[src/rtl/wb_mcu_bram_arbiter.sv]
// Two-master Wishbone arbiter for the FPGA-side port of the MCU shared BRAM.
// Accesses are serialised through IDLE -> ACCESS -> ACK, which covers the
// BRAM's one-cycle synchronous read latency. Round-robin arbitration by
// default; FIXED_PRIO=1 makes m0 win every tie.
//
// Handshake: a master requests with cyc&stb held high and keeps its request
// until it sees ack. Ack is a single-cycle pulse in ACK, and read data is
// valid only while ack is high. Dropping the request early aborts the ack,
// but the slave access still completes.
module wb_mcu_bram_arbiter #(
   parameter int FIXED_PRIO = 0,
   parameter int ADR_W      = 10,
   parameter int DAT_W      = 16,
   parameter int SEL_W      = DAT_W / 8
) (
   input  logic             clk_i,
   input  logic             resetn,
   // master 0
   input  logic             m0_wb_cyc_i,
   input  logic             m0_wb_stb_i,
   input  logic             m0_wb_we_i,
   input  logic [ADR_W-1:0] m0_wb_adr_i,
   input  logic [DAT_W-1:0] m0_wb_dat_i,
   input  logic [SEL_W-1:0] m0_wb_sel_i,
   output logic [DAT_W-1:0] m0_wb_dat_o,
   output logic             m0_wb_ack_o,
   // master 1
   input  logic             m1_wb_cyc_i,
   input  logic             m1_wb_stb_i,
   input  logic             m1_wb_we_i,
   input  logic [ADR_W-1:0] m1_wb_adr_i,
   input  logic [DAT_W-1:0] m1_wb_dat_i,
   input  logic [SEL_W-1:0] m1_wb_sel_i,
   output logic [DAT_W-1:0] m1_wb_dat_o,
   output logic             m1_wb_ack_o,
   // BRAM port
   output logic             wb_cyc_o,
   output logic             wb_stb_o,
   output logic             wb_we_o,
   output logic [ADR_W-1:0] wb_adr_o,
   output logic [DAT_W-1:0] wb_dat_o,
   output logic [SEL_W-1:0] wb_sel_o,
   input  logic [DAT_W-1:0] wb_dat_i,
   // debug: current FSM state (0 IDLE, 1 ACCESS, 2 ACK)
   output logic [1:0]       fsm_state_o
);

   typedef enum logic [1:0] {
      S_IDLE   = 2'd0,
      S_ACCESS = 2'd1,
      S_ACK    = 2'd2
   } state_t;

   state_t state;
   logic   owner;       // 0: m0 owns the current access, 1: m1
   logic   last_grant;  // master granted most recently
   logic   m0_req;
   logic   m1_req;
   logic   grant_m1;
   logic   ack0;
   logic   ack1;

   // Request decode and arbitration; m1 wins only when m0 is absent or,
   // in round-robin mode, when m0 was the last master served.
   always_comb begin
      m0_req   = m0_wb_cyc_i & m0_wb_stb_i;
      m1_req   = m1_wb_cyc_i & m1_wb_stb_i;
      grant_m1 = m1_req & (~m0_req | ((FIXED_PRIO == 0) & ~last_grant));
   end

   // Sequencer: grants and latches the request in IDLE, strobes the BRAM for
   // exactly one cycle in ACCESS, then spends one cycle in ACK.
   always_ff @(posedge clk_i or negedge resetn) begin
      if (!resetn) begin
         state      <= S_IDLE;
         owner      <= 1'b0;
         last_grant <= 1'b1;
         wb_cyc_o   <= 1'b0;
         wb_stb_o   <= 1'b0;
         wb_we_o    <= 1'b0;
         wb_adr_o   <= '0;
         wb_dat_o   <= '0;
         wb_sel_o   <= '0;
      end else begin
         case (state)
            S_IDLE: begin
               if (m0_req | m1_req) begin
                  owner      <= grant_m1;
                  last_grant <= grant_m1;
                  wb_cyc_o   <= 1'b1;
                  wb_stb_o   <= 1'b1;
                  wb_we_o    <= grant_m1 ? m1_wb_we_i  : m0_wb_we_i;
                  wb_adr_o   <= grant_m1 ? m1_wb_adr_i : m0_wb_adr_i;
                  wb_dat_o   <= grant_m1 ? m1_wb_dat_i : m0_wb_dat_i;
                  wb_sel_o   <= grant_m1 ? m1_wb_sel_i : m0_wb_sel_i;
                  state      <= S_ACCESS;
               end
            end
            S_ACCESS: begin
               // The access completes regardless of the owner's request.
               wb_cyc_o <= 1'b0;
               wb_stb_o <= 1'b0;
               wb_we_o  <= 1'b0;
               state    <= S_ACK;
            end
            S_ACK: begin
               state <= S_IDLE;
            end
            default: begin
               wb_cyc_o <= 1'b0;
               wb_stb_o <= 1'b0;
               wb_we_o  <= 1'b0;
               state    <= S_IDLE;
            end
         endcase
      end
   end

   // Ack and read-data return: only the owner, only in ACK, only while it
   // still requests; BRAM data passes straight through with no register.
   always_comb begin
      ack0        = (state == S_ACK) & ~owner & m0_req;
      ack1        = (state == S_ACK) &  owner & m1_req;
      m0_wb_ack_o = ack0;
      m1_wb_ack_o = ack1;
      m0_wb_dat_o = ack0 ? wb_dat_i : '0;
      m1_wb_dat_o = ack1 ? wb_dat_i : '0;
      fsm_state_o = state;
   end

endmodule
[config.mk]
export PLATFORM = sky130hd
export DESIGN_NAME = wb_mcu_bram_arbiter
export DESIGN_NICKNAME = d
export VERILOG_FILES = /design/src/rtl/wb_mcu_bram_arbiter.sv
export SDC_FILE = /design/constraint.sdc
export NUM_CORES = 1
export LEC_CHECK = 0
export CORE_ASPECT_RATIO = 1.1
export CORE_MARGIN = 2
export CORE_UTILIZATION = 35
export CTS_CLUSTER_DIAMETER = 60
export CTS_CLUSTER_SIZE = 28
export DETAILED_ROUTE_END_ITERATION = 10
export PLACE_DENSITY = 0.81
export SLEW_MARGIN = 25
export SYNTH_ARGS = -nofsm -noshare
export SYNTH_HDL_FRONTEND = slang
export SYNTH_SLANG_ARGS = --single-unit
[constraint.sdc]
create_clock -name clk_i -period 1.4 [get_ports clk_i]
set_input_delay 0.14 -clock clk_i [delete_from_list [all_inputs] [get_ports clk_i]]
set_output_delay 0.14 -clock clk_i [all_outputs]
set_load 0.005 [all_outputs]
* Word-level counts from Yosys, hierarchy flattened
Cells that the tools add are included.
W data, S select, Z words.
** Storage, ports and cells
- Bits in registers :: 34
- Bits in latches :: 0
- Bits in writable memories :: 0
- Bits in read-only memories :: 0
- Input bits :: 80
- Output and inout port bits :: 67
- Word-level logic and storage cells :: 39
- Memories kept :: 0
** Cells by class
- Add/subtract/negate cells :: 0
- $mul :: 0
- Div/mod/pow operators :: 0
- Magnitude comparators :: 0
- Equality and inequality tests :: 3
- Shifts and indexed selects :: 0
- Mux-type cells :: 12
- Bitwise gates (word level) :: 13
- Reduce and logical (&&, ||, !) cells :: 3
** Operators with widths (number)
- $mux W16 :: 3
- $mux W10 :: 1
- $and A1 B1 Y1 :: 7
- $mux W2 :: 2
- $not A1 Y1 :: 4
- $pmux W1 S2 :: 2
- $pmux W2 S2 :: 1
- $reduce_and A2 Y1 :: 2
- $mux W1 :: 3
- $eq A2 B1 Y1 const B :: 1
- $eq A2 B2 Y1 const B :: 1
- $logic_not A2 Y1 :: 1
- $ne A2 B2 Y1 const B :: 1
- $or A1 B1 Y1 :: 2

* Longest topological paths before layout
- Depth in word-level cells :: 7
- Mapped depth :: 6
- Depth with buffers taken out :: 4

* Worst setup path after synthesis
Ideal clock, no wire load.
- Path kind :: register -> output
- Start :: register state[0] (netlist: fsm_state_o[0])
- End :: output m0_wb_dat_o[10]
- Data arrival time :: 1.153 ns
- Path slack :: 0.107 ns
- Stages on the path, launching flop included :: 4
- Cell sequence :: dfrtp_1 > nor4b_4 > buf_6 > and2_1
** Between the ends
- Longest elaborated chain between the ends :: 4
** Ends and longest elaborated chain
- start, declared :: line 54 : state_t state;
- start signal, assigned :: line 75 : state <= S_IDLE;
- start signal, assigned :: line 96 : state <= S_ACCESS;
- start signal, assigned :: line 104 : state <= S_ACK;
- $eq A2 B2 Y1 :: line 122 : ack0 = (state == S_ACK) & ~owner & m0_req;
- $and A1 B1 Y1 (2 in series) :: line 122
- named net m0_wb_ack_o :: line 26 : output logic m0_wb_ack_o,
- $mux W16 :: line 126 : m0_wb_dat_o = ack0 ? wb_dat_i : '0;
- end, declared :: line 25 : output logic [DAT_W-1:0] m0_wb_dat_o,
The timed path passes the listed nets, and every way through them passes these cells.

* Final worst setup path
- Start :: register owner
- End :: output m0_wb_dat_o[0]
** Between the ends
- Longest elaborated chain between the ends :: 4
** Ends and longest elaborated chain
- start, declared :: line 55 : logic owner;
- start signal, assigned :: line 88 : owner <= grant_m1;
- $not A1 Y1 :: line 122
- $and A1 B1 Y1 (2 in series) :: line 122
- $mux W16 :: line 126
No other way between the ends.

==> out/metrics.cfg <==
[status]
status = complete, but fails checks
violations = setup timing

[grt]
track_usage_pct = 24.54
grt_overflow = 0
met1_usage_pct = 27.66
grt_pass1_vias = 2504
grt_pass1_wl_um = 12740
grt_max_degree = 33
met3_usage_pct = 6.452
top_usage_layer = met2
met2_usage_pct = 45.61
antenna_found_initial = 0

[cts]
ctsLongestPathBuffers = 2
clkSinkCount = 34
cts_tree = built
htree_levels = 2
cts_root_buf = clkbuf_8
path_clk_slew_ns = 0.07
worstSkewPairLatency_ns = 0.28
cts_buffers = 5

[final_layout]
fin_cells = 484
fin_nets = 486
area_growth_pct = 101.7
final-seq-area_um2 = 853.3
multiInputGateArea_um2 = 1109
final_layout_size_suffix_gt1_share_pct = 32.68
nFillCells = 419
diodes = 0

[floorplan]
die-area_um2 = 6518
fp.dieW_um = 77.16
start_util_pct = 35.94
row_count = 29
boundaryPins = 147
die-height_um = 84.48
fp.coreArea_um2 = 5733

[synth]
ys_top_cells_by_count = dfrtp_1, and2_1, a21oi_1
avgSynthCellArea_um2 = 9.078
synth_top_cell_by_area = dfrtp_1
ys_ff_latch = 34
synth-main-ff-cell = dfrtp_1
syn-num-nets = 307
synth-edff-count = 0
yosysMostFrequentCell = dfrtp_1
synth.cell_area_um2 = 2061
ys_seq_area_share_pct = 41.35
synth_top_area_share_pct = 40.07
synthArstFlopShare_pct = 100.0
yosys.cell_types.count = 29
synth_warnings = 0
netlist_instances = 227
synth.area.top_cells = dfrtp_1, and2_1, nand4_1

[setup_path]
cp-end-kind = output port
critical_path_class = register to output port
r2r_slack_ns = -0.04
arrival_ns = 1.67
required_ns = 1.26
start_kind = register
crit_fanout = 4

[pwr]
leakage_nw = 1.740
power_density_nw_per_um2 = 1006
max-vdd-ir-drop_mv = 0.5959

[detailed_routing]
routed_wl_um = 8649
dr_total_vias = 2580
viasPerCell = 5.331
drc = 0
wl_per_cell_um = 17.87
drtPass1Iterations = 4
drtIter0Drc = 96
drt.antenna.violating_nets = 0

[sta]
tns_ns = -10.83
worst_pin_slew_ns = 0.4109
finalSetupViolations = 55
final.setup.worst_slack_ns = -0.4137
fin_crit_ns = 1.814
rsz0062_at_grt = true
max_slew_margin_pct = 72.61
holdWs_ns = 0.3245
skew_ns = 0.003611
hold_viol = 0
achievable-frequency_mhz = 551.4
fin_crit_sh_pct = 129.5
maxSlewViolCount = 0

[place]
globalplace.congestion = 0.7858
hpwl_um = 5707
placed_cells_incl_taps = 452
portBuffers = 146

[min_path]
hp-class = input pin to asynchronous set/reset pin

[run]
cap_violations = 0

-- cell usage in the layout, fill, tap and decap left out, types with 9 or more instances in the layout --
cell type / synthesis / final
dfrtp_1: 33 / 32
o21ai_0: 20 / 19
and2_4: 0 / 20
clkdlybuf4s50_1: 0 / 107
o21ai_1: 9 / 9
nand4_1: 28 / 28
buf_6: 4 / 40
a31oi_1: 18 / 17
a31oi_2: 10 / 11
buf_2: 15 / 15
a21oi_1: 29 / 29
buf_4: 2 / 24
and2_1: 32 / 12
-- layer usage --
metal	share of wire, %	up-vias
met1	37	1219
li1	-	1212
met3	7.9	6
met5	0	-
met2	55	143
met4	0.79	0
-- power breakdown --
group | internal, mW | total, mW | switching [mW]
clock network | 0.353 | 0.691 | 0.338
registers | 1.29 | 1.49 | 0.198
logic | 1.23 | 2.00 | 0.773
-- cell type report --
type | count | share of cell area (%)
inverter | 3 | 0.4515
tap | 77 | 2.318
timing repair buffer | 199 | 48.10
clock buffer | 8 | 1.927
multi-input combinational | 163 | 26.67
sequential | 34 | 20.53
-- through the flow --
step	worst slack [ns]	cell area (um^2)	total power [mW]	utilization [%]
3_5_place_dp	-0.5714	3736	3.299	65.17
4_1_cts	-0.4027	3971	4.063	69.27
3_3_place_gp	-0.5236	3736	3.256	65.17
2_1_floorplan	0.1075	2061	2.136	-
6_report	-0.4137	4156	4.182	72.50
5_1_grt	-0.4869	4156	4.432	72.50
-- state kept, by name (all words and copies together), names as in the netlist --
register     count
owner            1
wb_sel_o         2
wb_dat_o        16
last_grant       1
wb_stb_o         1
wb_we_o          1
fsm_state_o      2
wb_adr_o        10
-- kinds of logic after synthesis --
family	share of synthesized area (%)
AND/OR/NAND/NOR	22.71
buffers and inverters	8.196
AO/OA/AOI/OAI	27.75
flip-flops	41.35
-- final timing paths --
kind | startpoint | end | cells past startpoint
max in group asynchronous | resetn | wb_adr_o[1] | 3
min in group clk_i | m0_wb_adr_i[6] | wb_adr_o[6] | 3
worst min register to register | wb_adr_o[3] | wb_adr_o[3] | 2
worst min-delay path | resetn | wb_adr_o[6] | 2
worst max register to register | fsm_state_o[1] | owner | 6
worst max-delay path | owner | m0_wb_dat_o[0] | 6
-- critical path, cell delays in order, from the launching register on --
cell and delay, ns:
dfrtp_1 0.44, nor4b_4 0.36, buf_4 0.20, buf_6 0.10, buf_6 0.09, and2_4 0.13, buf_6 0.08
-- what timing repair did --
action | CTS | global route
pin swaps | 24 | 5
setup buffers | 15 | 4
hold endpoints to repair | 14 | 0
resized for setup | 180 | 33
gates cloned | 4 | 2
hold buffers | 1 | 0
setup endpoints to repair | 37 | 66
Power figures use the tool's default switching activity.
